**src/rtl/div_seq_ctrl_if.sv**
```systemverilog
// Request/result bundle between the EX stage (master) and the divide sequencer (slave).
interface div_seq_ctrl_if #(
   parameter int DATA_W = 32
);
   logic                start;
   logic                signed_op;
   logic [DATA_W-1:0]   opdata1;
   logic [DATA_W-1:0]   opdata2;
   logic                annul;
   logic [2*DATA_W-1:0] result;
   logic                ready;
   logic [5:0]          stall;

   modport master (
      output start, signed_op, opdata1, opdata2, annul,
      input  result, ready, stall
   );

   modport slave (
      input  start, signed_op, opdata1, opdata2, annul,
      output result, ready, stall
   );
endinterface

```
**src/rtl/div_seq_ctrl.sv**
```systemverilog
// Multi-cycle restoring divider for the HI/LO path; holds PC/IF/ID/EX while busy.
// state  | meaning
// IDLE   | waiting for a divide request
// BYZERO | divisor was zero, result forced to 0
// ON     | one restoring step per cycle, DATA_W steps
// DONE   | result valid, ready pulsed for one cycle
module div_seq_ctrl #(
   parameter int DATA_W = 32,
   parameter int CNT_W  = 6
) (
   input  logic           clk,
   input  logic           rst,
   div_seq_ctrl_if.slave  bus
);
   typedef enum logic [1:0] {IDLE, BYZERO, ON, DONE} state_t;

   localparam logic [CNT_W-1:0] LAST = CNT_W'(DATA_W - 1);

   state_t            state, state_nxt;
   logic [CNT_W-1:0]  cnt;
   logic [DATA_W-1:0] rem, dvd, dsr;
   logic              neg_q, neg_r;
   logic              req;

   logic [DATA_W-1:0] mag_a, mag_b;
   logic [DATA_W:0]   trial;
   logic [DATA_W-1:0] diff, rem_nxt, quo_nxt;
   logic              q_bit;

   assign req = bus.start & ~bus.annul;

   // 0x80000000 negates to itself and is then used as an unsigned magnitude
   assign mag_a = (bus.signed_op & bus.opdata1[DATA_W-1]) ? -bus.opdata1 : bus.opdata1;
   assign mag_b = (bus.signed_op & bus.opdata2[DATA_W-1]) ? -bus.opdata2 : bus.opdata2;

   assign trial   = {rem, dvd[DATA_W-1]};
   assign q_bit   = (trial >= {1'b0, dsr});
   assign diff    = trial[DATA_W-1:0] - dsr;
   assign rem_nxt = q_bit ? diff : trial[DATA_W-1:0];
   assign quo_nxt = {dvd[DATA_W-2:0], q_bit};

   always_ff @(posedge clk) begin
      if (rst) state <= IDLE;
      else     state <= state_nxt;
   end

   always_comb begin
      state_nxt = state;
      case (state)
         IDLE:    if (req) state_nxt = (bus.opdata2 == '0) ? BYZERO : ON;
         BYZERO:  state_nxt = bus.annul ? IDLE : DONE;
         ON: begin
            if (bus.annul)       state_nxt = IDLE;
            else if (cnt == LAST) state_nxt = DONE;
         end
         DONE:    state_nxt = IDLE;
         default: state_nxt = IDLE;
      endcase
   end

   always_ff @(posedge clk) begin
      if (rst) begin
         cnt        <= '0;
         rem        <= '0;
         dvd        <= '0;
         dsr        <= '0;
         neg_q      <= 1'b0;
         neg_r      <= 1'b0;
         bus.result <= '0;
      end else begin
         case (state)
            IDLE: begin
               if (req && bus.opdata2 != '0) begin
                  cnt   <= '0;
                  rem   <= '0;
                  dvd   <= mag_a;
                  dsr   <= mag_b;
                  neg_q <= bus.signed_op & (bus.opdata1[DATA_W-1] ^ bus.opdata2[DATA_W-1]);
                  neg_r <= bus.signed_op & bus.opdata1[DATA_W-1];
               end
            end
            BYZERO: if (!bus.annul) bus.result <= '0;
            ON: begin
               if (!bus.annul) begin
                  cnt <= cnt + 1'b1;
                  rem <= rem_nxt;
                  dvd <= quo_nxt;
                  if (cnt == LAST)
                     bus.result <= {neg_r ? -rem_nxt : rem_nxt,
                                    neg_q ? -quo_nxt : quo_nxt};
               end
            end
            default: ;
         endcase
      end
   end

   assign bus.ready = (state == DONE);
   assign bus.stall = (((state == IDLE) && req) ||
                       (((state == ON) || (state == BYZERO)) && !bus.annul)) ? 6'b001111 : 6'b000000;
endmodule

```
**src/flat_wrapper.sv**
```systemverilog
// flat-port wrapper written by rule: the top's interface ports become plain ports
module div_seq_ctrl_flat 
#(
   parameter int DATA_W = 32,
   parameter int CNT_W  = 6
)
  (clk, rst, bus_start, bus_signed_op, bus_opdata1, bus_opdata2, bus_annul, bus_result, bus_ready, bus_stall);
  div_seq_ctrl_if #(.DATA_W(DATA_W)) bus_i ();
  input  logic clk;
  input  logic rst;
  input wire logic [$bits(bus_i.start)-1:0] bus_start;
  input wire logic [$bits(bus_i.signed_op)-1:0] bus_signed_op;
  input wire logic [$bits(bus_i.opdata1)-1:0] bus_opdata1;
  input wire logic [$bits(bus_i.opdata2)-1:0] bus_opdata2;
  input wire logic [$bits(bus_i.annul)-1:0] bus_annul;
  output wire logic [$bits(bus_i.result)-1:0] bus_result;
  output wire logic [$bits(bus_i.ready)-1:0] bus_ready;
  output wire logic [$bits(bus_i.stall)-1:0] bus_stall;
  assign bus_i.start = bus_start;
  assign bus_i.signed_op = bus_signed_op;
  assign bus_i.opdata1 = bus_opdata1;
  assign bus_i.opdata2 = bus_opdata2;
  assign bus_i.annul = bus_annul;
  assign bus_result = bus_i.result;
  assign bus_ready = bus_i.ready;
  assign bus_stall = bus_i.stall;
  div_seq_ctrl #(.DATA_W(DATA_W), .CNT_W(CNT_W)) u_core (.clk(clk), .rst(rst), .bus(bus_i));
endmodule
```
**config.mk**
```make
export PLATFORM = sky130hd
export DESIGN_NAME = div_seq_ctrl_flat
export DESIGN_NICKNAME = d
export VERILOG_FILES = /design/src/rtl/div_seq_ctrl_if.sv /design/src/rtl/div_seq_ctrl.sv /design/src/flat_wrapper.sv
export SDC_FILE = /design/constraint.sdc
export NUM_CORES = 1
export LEC_CHECK = 0
export CAP_MARGIN = 20
export CORE_ASPECT_RATIO = 1.5
export CORE_UTILIZATION = 57
export CTS_CLUSTER_DIAMETER = 50
export DETAILED_ROUTE_END_ITERATION = 8
export MAX_ROUTING_LAYER = met4
export PLACE_DENSITY = 0.85
export SLEW_MARGIN = 20
export SYNTH_ARGS = -nofsm -noshare
export SYNTH_HDL_FRONTEND = slang
export SYNTH_SLANG_ARGS = --single-unit
```
**constraint.sdc**
```tcl
create_clock -name clk -period 5.75 [get_ports clk]
set_input_delay 0.575 -clock clk [delete_from_list [all_inputs] [get_ports clk]]
set_output_delay 0.575 -clock clk [all_outputs]
set_load 0.05 [all_outputs]
```
==> run summary <==
Worst hold path class = reg -> reg
Chip height = 177 um
Clock Latency Late Sink = 450 ps
Die X = 118 um
Run status = completed
Post-CTS setup buffer count = 0
Most common cell on crit path = nand2_1
Switching part of the total = 47.7%
Setup repair after global routing missed its margin = false
Drt wl/cell = 20.5 um
Delay-heaviest family, CP = simple AND/OR/NAND/NOR gates
Synthesized cell area = 0.0116 sq mm
Combinational fraction of design power = 50.4%
Largest net degree at the start of global routing = 92
Post-detail-place hpwl = 28.6 mm
Final setup viols = 0
Setup tns final = 0 ps
Hold Violations, Final = 0
Top_reg_cell synth = dfxtp_1
Syn. warnings = 0
TritonCTS clock tree = built
Critical path type = reg -> reg
WHS = 451 ps
Clock power frac = 22.8%
DR vias/cell = 6.28
Hold buffer count at cts = 0
Filler Cells Inserted = 1,709
Async set-reset flop share out of synthesis = 0%
Synth top area share = 29.4%
Critical Path Start Type = register
Synthesized instance count = 1,559
Post-route ant nets = 0
Seq pwr share = 26.8%
IO Count = 140
Core ar. = 0.0199 sq mm
Psw = 2.50 mW
Critical path arrival = 5280 ps
Global route total overflow = 0
Gr usage total = 38.7%
Final wirelength = 38.8 mm
Cell Pwr Density = 387 mW/mm^2
Worst path slowest cell = nor4_1
Period minus WS final = 4980 ps
Syn avg cell area = 7.42 sq um
Clock sinks = 170
Post-synth EDFFs = 0
Std-Cell Rows = 63
Layout Nets = 1,736
Peak Freq = 0.201 GHz
Die area = 0.0209 sq mm
Post-synthesis sequential area ratio = 29.4%
Post-cts resize count = 0
Leakage power = 4.96 nW
Layout area overhead = 17.1%
CP cell instances = inv_1, ha_1, nand2_1, nor4_1, nand2_1, a31oi_1, or2_4, mux2i_1, ha_1, inv_1, nor3b_1, nand2_1, nor3_1, a31o_2, o211ai_1, or3b_1, o31ai_2, xor2_1, o21ai_1
MaxCap Viol Count = 0
CP endpoint kind = register
First-pass DRT Iterations = 6
Share of cells above drive strength 1 = 4.95%
CTS Buf Count = 17
Clock slew at reported path FFs = 80 ps
Least-Margin Pin Slew = 1120 ps
Synth unique cells = 84
DR iter-0 viols = 973
Final Cycle Share = 86.7%
Max Clock Skew = 18.8 ps
I/O Buffers = 137
Vias in the first global route = 11.6k
Peak supply drop = 0.000252 V
Via count = 11.9k
Antenna Cells = 0
Dominant cells by area after synthesis = dfxtp_1 (29%), nand2_1 (7.7%), xnor2_1 (7.3%)
Cell-internal power = 2.75 mW
Initial antenna violation count = 0
Yosys reg bits = 170
Max-Slew Margin vs Limit = 25.1%
Root buf cell = clkbuf_16
CP peak stage delay = 590 ps
Htree depth = 4
CP Max Fanout = 10
Required time of the critical path = 6050 ps
Critical path buffer and inverter count = 2
Global-route wire length before repair = 61.1 mm
Final Slew Violations = 0
Residual DRC = 0
Placer Congestion = 1.03
Synth area leader = dfxtp_1
Clock Tree Buf Depth = 2
Starting Density = 58.3%
-- metal layers --
layer	up-vias	GRT usage (%)	wire, um
li1	5637	-	-
met1	5631	38.5	13900
met2	501	68.6	19500
met3	146	5.43	2240
met4	0	29.1	3190
met5	-	-	0
-- cells by family after synthesis --
group                      after synthesis  synth area share (%)
AOI/OAI and AO/OA                      444                  24.7
muxes                                   16                  1.42
other                                    1                0.0324
buffers and inverters                  162                  5.96
adders and majority gates               42                  4.61
and+or+nand+nor                        574                  22.5
xor gates and xnor gates               150                  11.4
DFF                                    170                  29.4
-- final timing paths --
kind | depth (start not counted) | to | slack (ps) | from
setup / recovery | 19 | u_core.bus.result[62] | 770 | u_core.dsr[29]
hold / removal | 2 | u_core.bus.result[57] | 450 | u_core.bus.result[57]
hold reg to reg | 2 | u_core.bus.result[57] | 450 | u_core.bus.result[57]
setup reg to reg | 19 | u_core.bus.result[62] | 770 | u_core.dsr[29]
-- cell type report --
type                       instances  area [sq um]  area share (%)
multi-input combinational       1228          7520            55.5
sequential                       170          3400            25.1
timing repair buffer             150          1470            10.8
clock buffer                      17           425            3.14
tap                              260           325            2.40
inverter                          58           220            1.62
clock inverter                    15           198            1.46
-- power groups by stage --
stage | Clock, mW | Sequential, mW | Combinational, mW
floorplan | 0 | 1.39 | 1.91
global placement | 0 | 1.42 | 2.55
finish | 1.19 | 1.41 | 2.65
detailed placement | 0 | 1.43 | 2.56
global route | 1.24 | 1.42 | 2.85
CTS | 1.20 | 1.40 | 2.59
-- worst min-delay path, delay by kind of cell (launching register included) --
family,cells,cell delay [ps]
AO/OA/AOI/OAI,1,50
flip-flops,1,310
AND/OR/NAND/NOR,1,50
-- placed cells by master, fill, tap and decap left out, types with 16 or more instances in the layout --
cell | netlist | layout
clkdlybuf4s50_1 | 0 | 136
o21ai_0 | 95 | 95
inv_1 | 57 | 57
a22oi_1 | 45 | 45
o21ai_1 | 19 | 18
nor3_1 | 27 | 27
a21oi_1 | 123 | 123
xnor2_1 | 96 | 96
o31ai_1 | 20 | 20
dfxtp_1 | 170 | 170
nor2_1 | 160 | 160
nor4_1 | 17 | 16
or3_1 | 18 | 18
ha_1 | 41 | 40
clkbuf_16 | 0 | 17
o41ai_1 | 18 | 18
xor2_1 | 54 | 54
nand3_1 | 32 | 32
nand4_1 | 16 | 16
nand2_1 | 237 | 237
a211oi_1 | 34 | 34
-- synth_stat cells, types with 3 or more instances --
cell type / count
mux2i_1: 13
o21ai_1: 19
a221oi_1: 4
nor3_1: 27
a32oi_1: 4
ha_1: 41
dfxtp_1: 170
o41ai_1: 18
nor2_1: 160
a22oi_1: 45
buf_4: 10
nand2_1: 237
nand3_1: 32
or3_1: 18
o21a_1: 5
clkbuf_1: 71
o211ai_1: 14
o31ai_2: 3
o211a_1: 3
xor2_1: 54
a21o_1: 11
or2_2: 6
a31oi_1: 12
o31a_1: 4
nor4_1: 17
a21oi_1: 123
and3_1: 6
buf_2: 18
nand2b_1: 10
and2_1: 8
o21ai_0: 95
nand4_1: 16
or4_1: 12
nor2b_1: 6
buf_1: 3
mux2_2: 3
xnor2_1: 96
a221o_1: 3
o31ai_1: 20
nor3b_1: 3
a211oi_1: 34
inv_1: 57
-- state kept, by name (all words and copies together), names as in the netlist --
| signal | count |
|---|---|
| u_core.rem | 32 |
| u_core.state | 2 |
| u_core.neg_q | 1 |
| u_core.cnt | 6 |
| u_core.bus.result | 64 |
| u_core.dsr | 32 |
| u_core.dvd | 32 |
| u_core.neg_r | 1 |
-- through the flow --
| stage | area (sq um) | power, mW | worst slack, ps | util (%) | instances |
|---|---|---|---|---|---|
| after CTS | 13600 | 5.19 | 849 | 68.2 | 1898 |
| final | 13600 | 5.25 | 766 | 68.2 | 1898 |
| after global routing | 13600 | 5.51 | 463 | 68.2 | 1898 |
| after floorplan | 11600 | 3.30 | 860 | - | 1560 |
| after detailed placement | 12900 | 3.99 | 861 | 65.1 | 1866 |
| after global placement | 12900 | 3.97 | 1010 | 65.1 | 1866 |
No activity file was read; power rests on OpenSTA's default activity.
